$ cat src/rtl/riscv_mc_sequencer_if.sv
// Control bundle between the multi-cycle sequencer and the rest of the RV32I core.
// The master side is the sequencer; the slave side is the datapath and memories.
interface riscv_mc_sequencer_if #(
  parameter int unsigned CNT_WIDTH = 32
);
  // Datapath and memory status into the sequencer
  logic [6:0]           opcode;
  logic [2:0]           funct3;
  logic [1:0]           addr_lo;
  logic                 br_taken;
  logic                 i_mem_rdy;
  logic                 d_mem_rdy;
  logic                 halt_req;

  // Control strobes, selects and status out of the sequencer
  logic [2:0]           state;
  logic                 i_mem_req;
  logic                 ir_we;
  logic                 pc_we;
  logic [1:0]           pc_src;
  logic                 d_mem_req;
  logic                 d_mem_we;
  logic [3:0]           d_mem_be;
  logic                 rf_we;
  logic [1:0]           wb_sel;
  logic [CNT_WIDTH-1:0] num_inst;
  logic                 halted;
  logic                 illegal;
  logic                 timeout;
  logic                 misalign;

  modport master (
    input  opcode, funct3, addr_lo, br_taken, i_mem_rdy, d_mem_rdy, halt_req,
    output state, i_mem_req, ir_we, pc_we, pc_src, d_mem_req, d_mem_we, d_mem_be,
           rf_we, wb_sel, num_inst, halted, illegal, timeout, misalign
  );

  modport slave (
    output opcode, funct3, addr_lo, br_taken, i_mem_rdy, d_mem_rdy, halt_req,
    input  state, i_mem_req, ir_we, pc_we, pc_src, d_mem_req, d_mem_we, d_mem_be,
           rf_we, wb_sel, num_inst, halted, illegal, timeout, misalign
  );
endinterface

$ cat src/rtl/riscv_mc_sequencer.sv
// FETCH/DECODE/EXEC/MEM/WB control sequencer for the RV32I multi-cycle core, with
// ready-handshake stalls, access timeout, byte-enable generation and retire counting.
module riscv_mc_sequencer #(
  parameter int unsigned CNT_WIDTH   = 32,
  parameter int unsigned MEM_TIMEOUT = 0,
  parameter int unsigned WAIT_W      = 8
) (
  input  logic                 clk,
  input  logic                 rst_n,
  riscv_mc_sequencer_if.master bus
);

  typedef enum logic [2:0] {
    S_FETCH  = 3'd0,
    S_DECODE = 3'd1,
    S_EXEC   = 3'd2,
    S_MEM    = 3'd3,
    S_WB     = 3'd4,
    S_HALT   = 3'd5,
    S_TRAP   = 3'd6
  } state_t;

  localparam logic [6:0] OP_LUI    = 7'b0110111;
  localparam logic [6:0] OP_AUIPC  = 7'b0010111;
  localparam logic [6:0] OP_JAL    = 7'b1101111;
  localparam logic [6:0] OP_JALR   = 7'b1100111;
  localparam logic [6:0] OP_BRANCH = 7'b1100011;
  localparam logic [6:0] OP_LOAD   = 7'b0000011;
  localparam logic [6:0] OP_STORE  = 7'b0100011;
  localparam logic [6:0] OP_IMM    = 7'b0010011;
  localparam logic [6:0] OP_OP     = 7'b0110011;

  localparam logic [WAIT_W:0] TMO_CNT = (WAIT_W + 1)'(MEM_TIMEOUT);

  state_t               state_reg, state_next;
  logic [WAIT_W-1:0]    wait_reg, wait_next;
  logic [CNT_WIDTH-1:0] count_reg, count_next;
  logic                 halted_reg, halted_next;
  logic                 illegal_reg, illegal_next;
  logic                 timeout_reg, timeout_next;
  logic                 misalign_reg, misalign_next;

  logic       is_load, is_store, is_branch, is_jal, is_jalr, is_legal;
  logic [3:0] be_c;
  logic       mis_c;
  logic [WAIT_W:0] wait_inc;
  logic       timeout_hit;

  logic       i_mem_req_c, ir_we_c, pc_we_c, d_mem_req_c, d_mem_we_c, rf_we_c;
  logic [3:0] d_mem_be_c;
  logic [1:0] pc_src_c, wb_sel_c;

  // funct3[2] only selects sign/zero extension, which the datapath handles
  logic unused_funct3_msb;
  assign unused_funct3_msb = bus.funct3[2];

  assign is_load   = (bus.opcode == OP_LOAD);
  assign is_store  = (bus.opcode == OP_STORE);
  assign is_branch = (bus.opcode == OP_BRANCH);
  assign is_jal    = (bus.opcode == OP_JAL);
  assign is_jalr   = (bus.opcode == OP_JALR);
  assign is_legal  = is_load | is_store | is_branch | is_jal | is_jalr |
                     (bus.opcode == OP_LUI) | (bus.opcode == OP_AUIPC) |
                     (bus.opcode == OP_IMM) | (bus.opcode == OP_OP);

  // Access size comes from funct3[1:0]; anything wider than half is treated as a word
  always_comb begin
    be_c  = 4'b1111;
    mis_c = (bus.addr_lo != 2'b00);
    case (bus.funct3[1:0])
      2'b00: begin
        be_c  = 4'b0001 << bus.addr_lo;
        mis_c = 1'b0;
      end
      2'b01: begin
        be_c  = 4'b0011 << {bus.addr_lo[1], 1'b0};
        mis_c = bus.addr_lo[0];
      end
      default: ;
    endcase
  end

  // The current not-ready cycle is counted, so a stall traps on exactly the Nth low cycle
  assign wait_inc    = {1'b0, wait_reg} + 1'b1;
  assign timeout_hit = (MEM_TIMEOUT != 0) && (wait_inc == TMO_CNT);

  always_comb begin
    state_next    = state_reg;
    wait_next     = wait_reg;
    halted_next   = halted_reg;
    illegal_next  = illegal_reg;
    timeout_next  = timeout_reg;
    misalign_next = misalign_reg;
    i_mem_req_c   = 1'b0;
    ir_we_c       = 1'b0;
    pc_we_c       = 1'b0;
    pc_src_c      = 2'd0;
    d_mem_req_c   = 1'b0;
    d_mem_we_c    = 1'b0;
    d_mem_be_c    = 4'b0000;
    rf_we_c       = 1'b0;
    wb_sel_c      = 2'd0;

    case (state_reg)
      S_FETCH: begin
        i_mem_req_c = 1'b1;
        if (bus.i_mem_rdy) begin
          ir_we_c    = 1'b1;
          state_next = S_DECODE;
          wait_next  = '0;
        end else if (timeout_hit) begin
          state_next   = S_TRAP;
          timeout_next = 1'b1;
          wait_next    = '0;
        end else begin
          wait_next = wait_inc[WAIT_W-1:0];
        end
      end
      S_DECODE: begin
        if (is_legal) begin
          state_next = S_EXEC;
        end else begin
          state_next   = S_TRAP;
          illegal_next = 1'b1;
        end
      end
      S_EXEC: begin
        wait_next = '0;
        if (is_load || is_store) begin
          state_next = S_MEM;
        end else if (is_branch) begin
          pc_we_c    = 1'b1;
          pc_src_c   = bus.br_taken ? 2'd1 : 2'd0;
          state_next = S_FETCH;
        end else begin
          state_next = S_WB;
        end
      end
      S_MEM: begin
        if (mis_c) begin
          state_next    = S_TRAP;
          misalign_next = 1'b1;
        end else begin
          d_mem_req_c = 1'b1;
          d_mem_we_c  = is_store;
          d_mem_be_c  = be_c;
          if (bus.d_mem_rdy) begin
            wait_next = '0;
            if (is_store) begin
              pc_we_c    = 1'b1;
              state_next = S_FETCH;
            end else begin
              state_next = S_WB;
            end
          end else if (timeout_hit) begin
            state_next   = S_TRAP;
            timeout_next = 1'b1;
            wait_next    = '0;
          end else begin
            wait_next = wait_inc[WAIT_W-1:0];
          end
        end
      end
      S_WB: begin
        rf_we_c    = 1'b1;
        pc_we_c    = 1'b1;
        wb_sel_c   = is_load ? 2'd1 : ((is_jal || is_jalr) ? 2'd2 : 2'd0);
        pc_src_c   = is_jal ? 2'd2 : (is_jalr ? 2'd3 : 2'd0);
        state_next = S_FETCH;
        wait_next  = '0;
      end
      S_HALT, S_TRAP: ;
      default: state_next = S_FETCH;
    endcase

    // A halting instruction still retires; only the follow-on fetch is suppressed
    if (pc_we_c && bus.halt_req) begin
      state_next  = S_HALT;
      halted_next = 1'b1;
    end
  end

  assign count_next = count_reg + CNT_WIDTH'(pc_we_c);

  always_ff @(posedge clk or negedge rst_n) begin
    if (!rst_n) begin
      state_reg    <= S_FETCH;
      wait_reg     <= '0;
      count_reg    <= '0;
      halted_reg   <= 1'b0;
      illegal_reg  <= 1'b0;
      timeout_reg  <= 1'b0;
      misalign_reg <= 1'b0;
    end else begin
      state_reg    <= state_next;
      wait_reg     <= wait_next;
      count_reg    <= count_next;
      halted_reg   <= halted_next;
      illegal_reg  <= illegal_next;
      timeout_reg  <= timeout_next;
      misalign_reg <= misalign_next;
    end
  end

  // Strobes are qualified by rst_n so nothing fires while reset is held
  assign bus.state     = state_reg;
  assign bus.i_mem_req = i_mem_req_c & rst_n;
  assign bus.ir_we     = ir_we_c & rst_n;
  assign bus.pc_we     = pc_we_c & rst_n;
  assign bus.pc_src    = pc_src_c;
  assign bus.d_mem_req = d_mem_req_c & rst_n;
  assign bus.d_mem_we  = d_mem_we_c & rst_n;
  assign bus.d_mem_be  = d_mem_be_c & {4{rst_n}};
  assign bus.rf_we     = rf_we_c & rst_n;
  assign bus.wb_sel    = wb_sel_c;
  assign bus.num_inst  = count_reg;
  assign bus.halted    = halted_reg;
  assign bus.illegal   = illegal_reg;
  assign bus.timeout   = timeout_reg;
  assign bus.misalign  = misalign_reg;

endmodule

$ cat src/flat_wrapper.sv
// flat-port wrapper written by rule: the top's interface ports become plain ports
module riscv_mc_sequencer_flat 
#(
  parameter int unsigned CNT_WIDTH   = 32,
  parameter int unsigned MEM_TIMEOUT = 0,
  parameter int unsigned WAIT_W      = 8
)
  (clk, rst_n, bus_opcode, bus_funct3, bus_addr_lo, bus_br_taken, bus_i_mem_rdy, bus_d_mem_rdy, bus_halt_req, bus_state, bus_i_mem_req, bus_ir_we, bus_pc_we, bus_pc_src, bus_d_mem_req, bus_d_mem_we, bus_d_mem_be, bus_rf_we, bus_wb_sel, bus_num_inst, bus_halted, bus_illegal, bus_timeout, bus_misalign);
  riscv_mc_sequencer_if #(.CNT_WIDTH(CNT_WIDTH)) bus_i ();
  input  logic clk;
  input  logic rst_n;
  input wire logic [$bits(bus_i.opcode)-1:0] bus_opcode;
  input wire logic [$bits(bus_i.funct3)-1:0] bus_funct3;
  input wire logic [$bits(bus_i.addr_lo)-1:0] bus_addr_lo;
  input wire logic [$bits(bus_i.br_taken)-1:0] bus_br_taken;
  input wire logic [$bits(bus_i.i_mem_rdy)-1:0] bus_i_mem_rdy;
  input wire logic [$bits(bus_i.d_mem_rdy)-1:0] bus_d_mem_rdy;
  input wire logic [$bits(bus_i.halt_req)-1:0] bus_halt_req;
  output wire logic [$bits(bus_i.state)-1:0] bus_state;
  output wire logic [$bits(bus_i.i_mem_req)-1:0] bus_i_mem_req;
  output wire logic [$bits(bus_i.ir_we)-1:0] bus_ir_we;
  output wire logic [$bits(bus_i.pc_we)-1:0] bus_pc_we;
  output wire logic [$bits(bus_i.pc_src)-1:0] bus_pc_src;
  output wire logic [$bits(bus_i.d_mem_req)-1:0] bus_d_mem_req;
  output wire logic [$bits(bus_i.d_mem_we)-1:0] bus_d_mem_we;
  output wire logic [$bits(bus_i.d_mem_be)-1:0] bus_d_mem_be;
  output wire logic [$bits(bus_i.rf_we)-1:0] bus_rf_we;
  output wire logic [$bits(bus_i.wb_sel)-1:0] bus_wb_sel;
  output wire logic [$bits(bus_i.num_inst)-1:0] bus_num_inst;
  output wire logic [$bits(bus_i.halted)-1:0] bus_halted;
  output wire logic [$bits(bus_i.illegal)-1:0] bus_illegal;
  output wire logic [$bits(bus_i.timeout)-1:0] bus_timeout;
  output wire logic [$bits(bus_i.misalign)-1:0] bus_misalign;
  assign bus_i.opcode = bus_opcode;
  assign bus_i.funct3 = bus_funct3;
  assign bus_i.addr_lo = bus_addr_lo;
  assign bus_i.br_taken = bus_br_taken;
  assign bus_i.i_mem_rdy = bus_i_mem_rdy;
  assign bus_i.d_mem_rdy = bus_d_mem_rdy;
  assign bus_i.halt_req = bus_halt_req;
  assign bus_state = bus_i.state;
  assign bus_i_mem_req = bus_i.i_mem_req;
  assign bus_ir_we = bus_i.ir_we;
  assign bus_pc_we = bus_i.pc_we;
  assign bus_pc_src = bus_i.pc_src;
  assign bus_d_mem_req = bus_i.d_mem_req;
  assign bus_d_mem_we = bus_i.d_mem_we;
  assign bus_d_mem_be = bus_i.d_mem_be;
  assign bus_rf_we = bus_i.rf_we;
  assign bus_wb_sel = bus_i.wb_sel;
  assign bus_num_inst = bus_i.num_inst;
  assign bus_halted = bus_i.halted;
  assign bus_illegal = bus_i.illegal;
  assign bus_timeout = bus_i.timeout;
  assign bus_misalign = bus_i.misalign;
  riscv_mc_sequencer #(.CNT_WIDTH(CNT_WIDTH), .MEM_TIMEOUT(MEM_TIMEOUT), .WAIT_W(WAIT_W)) u_core (.clk(clk), .rst_n(rst_n), .bus(bus_i));
endmodule
$ cat config.mk
export PLATFORM = sky130hd
export DESIGN_NAME = riscv_mc_sequencer_flat
export DESIGN_NICKNAME = d
export VERILOG_FILES = /design/src/rtl/riscv_mc_sequencer_if.sv /design/src/rtl/riscv_mc_sequencer.sv /design/src/flat_wrapper.sv
export SDC_FILE = /design/constraint.sdc
export NUM_CORES = 1
export LEC_CHECK = 0
export CORE_ASPECT_RATIO = 1.2
export CORE_MARGIN = 2
export CORE_UTILIZATION = 49
export CTS_CLUSTER_SIZE = 24
export DETAILED_ROUTE_END_ITERATION = 16
export PLACE_DENSITY = 0.86
export SYNTH_ARGS = -nofsm -noshare
export SYNTH_HDL_FRONTEND = slang
export SYNTH_SLANG_ARGS = --single-unit
$ cat constraint.sdc
create_clock -name clk -period 5.5 [get_ports clk]
set_input_delay 1.1 -clock clk [delete_from_list [all_inputs] [get_ports clk]]
set_output_delay 1.1 -clock clk [all_outputs]
set_load 0.02 [all_outputs]
Word level (Yosys, flattened, before mapping)
Cells that the tools add are included.
{"block": "totals", "n_memories": 0, "latchBits": 0, "output_inout_bits": 53, "wordCells": 89, "romBits": 0, "ramBits": 0, "regBits": 38, "inputBits": 18}
{"block": "op_classes", "n_div": 0, "addsub": 1, "n_lt_le_gt_ge": 0, "mux": 36, "n_bitwise": 16, "shifts": 2, "n_eq_ne": 19, "reduce_logical": 10, "n_mul": 0}
{"cell": "32-bit by 1-bit adder with 32-bit output", "n": 1}
{"cell": "3-bit two-way mux", "n": 8}
{"cell": "7-bit by 6-bit equality test with 1-bit output (second input constant)", "n": 3}
{"cell": "7-bit equality test (second input constant)", "n": 3}
{"cell": "3-bit case mux with 5 select lines", "n": 1}
{"cell": "7-bit by 5-bit equality test with 1-bit output (second input constant)", "n": 2}
{"cell": "1-bit two-way mux", "n": 14}
{"cell": "2-bit two-way mux", "n": 7}
{"cell": "3-bit equality test (second input constant)", "n": 3}
{"cell": "4-bit two-way mux", "n": 2}
{"cell": "1-bit bitwise OR", "n": 8}
{"cell": "4-bit case mux with 2 select lines", "n": 1}
{"cell": "7-bit by 2-bit equality test with 1-bit output (second input constant)", "n": 1}
{"cell": "1-bit AND", "n": 6}
{"cell": "3-bit by 2-bit equality test with 1-bit output (second input constant)", "n": 2}
{"cell": "4-bit AND", "n": 1}
{"cell": "4-bit by 2-bit != test with 1-bit output (second input constant)", "n": 1}
{"cell": "2-bit case mux with 2 select lines", "n": 1}
{"cell": "2-bit AND reduction", "n": 2}
{"cell": "1-bit by 2-bit left shift with 4-bit output (first input constant)", "n": 1}
{"cell": "2-bit by 2-bit left shift with 4-bit output (first input constant)", "n": 1}
{"cell": "3-bit by 1-bit equality test with 1-bit output (second input constant)", "n": 1}
{"cell": "3-bit zero test", "n": 1}
{"cell": "3-bit by 2-bit != test with 1-bit output (second input constant)", "n": 1}
{"cell": "other kinds (11)", "n": 12}

Logic depth before layout (Yosys ltp)
{"block": "depth", "word_depth": 12, "mapped_depth": 11, "mapped_depth_nobuf": 11}

Least setup slack after synthesis
OpenSTA, ideal clock, no wires.
{"block": "synth_path", "kind": "input -> register", "startpoint": "input bus_opcode[3]", "endpoint": "register u_core.count_reg[30] (netlist: u_core.bus.num_inst[30])", "required_time_ns": 5.420, "path_buffers": 0, "setup_ns": 0.080, "path_slack_ns": 2.009, "arrival_ns": 3.411, "path_stages": 11, "cell_sequence": "nor4b_4 or4b_1 a21oi_1 or2_2 ha_1 ha_1 inv_1 nor3_4 nand3_2 nor3_1 xnor2_1"}
{"block": "synth_via", "elab_chain_cells": 6, "elab_cells_between_ends": 11, "cone_classes": "add/sub (1); eq/ne (3); mux (6); reduce/logical (1)"}
{"item": "start: declaration", "line": "flat_wrapper.sv:12", "rtl": "input wire logic [$bits(bus_i.opcode)-1:0] bus_opcode;"}
{"item": "7-bit by 6-bit equality test with 1-bit output", "line": "riscv_mc_sequencer.sv:58", "rtl": "assign is_store = (bus.opcode == OP_STORE);"}
{"item": "1-bit two-way mux", "line": "riscv_mc_sequencer.sv:149", "rtl": "if (is_store) begin"}
{"item": "1-bit two-way mux", "line": "riscv_mc_sequencer.sv:147", "rtl": "if (bus.d_mem_rdy) begin"}
{"item": "1-bit two-way mux", "line": "riscv_mc_sequencer.sv:140", "rtl": "if (mis_c) begin"}
{"item": "1-bit case mux with 3 select lines (*)", "line": "riscv_mc_sequencer.sv:104", "rtl": "case (state_reg)"}
{"item": "32-bit by 1-bit adder with 32-bit output (*)", "line": "riscv_mc_sequencer.sv:183", "rtl": "assign count_next = count_reg + CNT_WIDTH'(pc_we_c);"}
{"item": "via u_core.count_next[30]", "line": "riscv_mc_sequencer.sv:37", "rtl": "logic [CNT_WIDTH-1:0] count_reg, count_next;"}
{"item": "end signal: assignment", "line": "riscv_mc_sequencer.sv:197", "rtl": "count_reg <= count_next;"}
{"item": "end: declaration", "line": "riscv_mc_sequencer.sv:37"}
The timed path passes the listed nets; every way through them passes the cells marked *.
A chain may end at the register's enable or synchronous reset.

Worst setup path in the final report
{"block": "layout_path", "startpoint": "input bus_opcode[3]", "endpoint": "output bus_pc_we"}
{"block": "layout_via", "elab_chain_cells": 6, "elab_cells_between_ends": 11, "cone_classes": "eq/ne (3); mux (6); bitwise (1); reduce/logical (1)"}
{"item": "7-bit by 6-bit equality test with 1-bit output", "line": "riscv_mc_sequencer.sv:58"}
{"item": "1-bit two-way mux", "line": "riscv_mc_sequencer.sv:149"}
{"item": "1-bit two-way mux", "line": "riscv_mc_sequencer.sv:147"}
{"item": "1-bit two-way mux", "line": "riscv_mc_sequencer.sv:140"}
{"item": "1-bit case mux with 3 select lines (*)", "line": "riscv_mc_sequencer.sv:104"}
{"item": "1-bit AND (*)", "line": "riscv_mc_sequencer.sv:209", "rtl": "assign bus.pc_we = pc_we_c & rst_n;"}
{"item": "end: declaration", "line": "flat_wrapper.sv:22", "rtl": "output wire logic [$bits(bus_i.pc_we)-1:0] bus_pc_we;"}
Every way passes the cells marked *; elsewhere a longest branch is shown, timed or not.

==> summary.txt <==
Logic synthesis
  – Avg Inst Size Synth: 9.90 um^2
  – EDFF count, synth: 0
  – Syn Nets: 228
  – Yosys cell types: 50
  – Mapped Cells: 208
  – Main flop type after synthesis: dfrtp_1
  – Post-synthesis async set-or-reset flop share: 1.00
  – Seq cells post-synth: 38
  – Register area share after synthesis: 0.462
  – Synthesized area: 2060 um^2
  – YS warnings: 0

Drt
  – WL final: 4480 um
  – Drc violations: 0
  – DRT Pass-1 Iters: 4
  – Vias per inst: 5.34
  – WL/cell: 13.4 um
  – Post-route ant nets: 0
  – Via count: 1790
  – Initial DRC Count: 118

Clock network
  – Htree depth: 2
  – Hold Buf Count CTS: 0
  – Clock Tree Buf Depth: 2
  – TritonCTS clock tree: yes
  – Clock transition at path regs: 0.07 ns
  – Total CTS buffers: 5
  – Clock Latency Late Sink: 0.28 ns
  – # Post-CTS Setup Buffers: 0
  – Sink Count: 38
  – Root Driver: clkbuf_8
  – # resized after CTS: 0

Global route
  – Antenna violations before repair: 0
  – Total track usage: 0.200
  – Met3 Usage GRT: 0.0553
  – First-pass GRT wire length: 7490 um
  – GRT Max-Usage Layer: met2
  – Vias in the first global route: 1680
  – Gr ovfl total: 0
  – Met2 Use GR: 0.349
  – M1 GR Usage: 0.233
  – Largest net degree at the start of global routing: 33

Pwr
  – Worst vdd ir: 0.204 mV
  – Power Density: 301 nW/um^2
  – Static leakage: 1.25 nW

Cells and area
  – Commonest non-fill, non-tap cell in the layout: clkdlybuf4s50_1
  – Number of nets in the layout: 300
  – Max reg flops: 32
  – Layout cells sized above 1: 0.0747
  – Area delta synth->final: 39.9%
  – Leading cell types in the layout, fill and taps excluded: clkdlybuf4s50_1, dfrtp_1, nand2_1
  – Diode count: 0

Floorplan
  – Chip Height: 75.0 um
  – Initial Utilization: 0.514
  – Rows: 25
  – Core area: 4000 um^2
  – I/O pins: 71
  – Die ar.: 4740 um^2
  – Die width: 63.2 um

Outcome
  – Outcome: finished, final reports clean

Setup path
  – Nature of the critical path startpoint: input pin
  – Worst path slowest cell: clkdlybuf4s50_1
  – CP Max Fanout: 4
  – CP dominant cell by count: clkdlybuf4s50_1
  – Setup crit end kind: output port
  – Setup CP Type: input pin to output port
  – WP data arrival: 3.45 ns
  – Worst stage delay on the critical path: 0.59 ns
  – Worst EP required: 4.40 ns
  – Worst path cell trace: clkdlybuf4s50_1 > nor4b_4 > or4b_1 > a21oi_1 > or2_2 > and2_1 > clkdlybuf4s50_1

Timing
  – Worst Hold Margin: 0.462 ns
  – Setup Viol. Count Final: 0
  – Clock Skew: 0.00301 ns
  – Slew Viols, Final: 0
  – Max Clk Rate: 0.220 GHz
  – Fin. Hold Viols: 0
  – RSZ-0062 raised after global routing: false
  – Final Cycle Share: 0.827
  – Tmin final: 4.55 ns
  – Final TNS setup: 0 ns

Place
  – Dpl hpwl: 3450 um
  – GP Congestion: 0.841
  – Buffers added on ports: 68

Job
  – Max-cap viol count: 0

Hold path
  – Worst min-delay path class: flop to flop
## cells by family (layout without fill, tap and decap cells)
logic type / after synthesis / in the layout / synth area share
flip-flops: 38 / 38 / 0.462
other: 1 / 1 / 0.00182
AND/OR/NAND/NOR: 96 / 96 / 0.279
multiplexers: 1 / 1 / 0.00486
XOR/XNOR: 31 / 31 / 0.132
AO/OA/AOI/OAI: 22 / 22 / 0.0753
buffers and inverters: 17 / 90 / 0.0334
adder cells (fa/ha/maj): 2 / 2 / 0.0121
## stage by stage
step | utilization | area, um^2 | std cells | power [W] | worst slack, ns
after floorplan | - | 2060 | 208 | 0.000547 | 2.01
after global placement | 0.697 | 2790 | 327 | 0.000678 | 0.960
after detailed placement | 0.697 | 2790 | 327 | 0.000683 | 0.949
after CTS | 0.720 | 2880 | 335 | 0.000875 | 0.945
after global routing | 0.720 | 2880 | 335 | 0.000919 | 0.858
final | 0.720 | 2880 | 335 | 0.000867 | 0.950
## layout make-up
class                           instances  area, um^2
Sequential cell                        38         951
Clock buffer                            7        86.3
Multi-Input combinational cell        153        1040
Clock inverter                          1        5.00
Tap cell                               54        67.6
Inverter                               13        48.8
Fill cell                             327        1120
Timing Repair Buffer                   69         683
## layer usage
layer | routed length, um | up-vias
li1 | - | 867
met1 | 1820 | 851
met2 | 2280 | 64
met3 | 287 | 8
met4 | 85 | 0
met5 | 0 | -
## path summary, 6_finish.rpt
kind	start	endpoint	slack [ns]	depth (start not counted)
worst min register to register	u_core.bus.misalign$_DFFE_PN0P_	u_core.bus.misalign$_DFFE_PN0P_	0.46	1
min in group asynchronous	rst_n	u_core.bus.state[1]$_DFFE_PN0P_	0.65	1
worst min-delay path	u_core.bus.misalign$_DFFE_PN0P_	u_core.bus.misalign$_DFFE_PN0P_	0.46	1
worst max-delay path	bus_opcode[3]	bus_pc_we	0.95	7
max in group asynchronous	rst_n	u_core.bus.num_inst[16]$_DFF_PN0_	4.21	2
worst max register to register	u_core.bus.state[2]$_DFFE_PN0P_	u_core.bus.num_inst[30]$_DFF_PN0_	2.26	11
## synth_stat cells (2+ instances only)
library cell	instances	area (um^2)
a21o_1	2	15.0
a21oi_1	5	25.0
and2_1	3	18.8
and3_1	3	18.8
and4_1	2	17.5
clkbuf_1	2	7.51
dfrtp_1	38	951
ha_1	2	25.0
inv_1	12	45.0
nand2_1	17	63.8
nand2b_1	4	25.0
nand3_1	14	70.1
nand3_2	4	40.0
nand4_1	2	12.5
nor2_1	15	56.3
nor3_1	11	55.1
nor4_1	3	18.8
nor4_2	3	37.5
nor4b_1	2	17.5
o21ai_0	2	10.0
o31ai_1	3	22.5
or2_1	2	12.5
xnor2_1	15	131
xor2_1	16	140
## worst max-delay path: cells and delay by family
family                 cells  cell delay (ns)
AND/OR/NAND/NOR            4             1.12
buffers and inverters      2             1.08
AO/OA/AOI/OAI              1             0.15
## power breakdown
part           internal [W]  total, W  switching [W]
clock              0.000101  0.000191      0.0000900
sequential         0.000316  0.000382      0.0000664
combinational      0.000149  0.000294       0.000145
(Power assumes the default switching activity.)
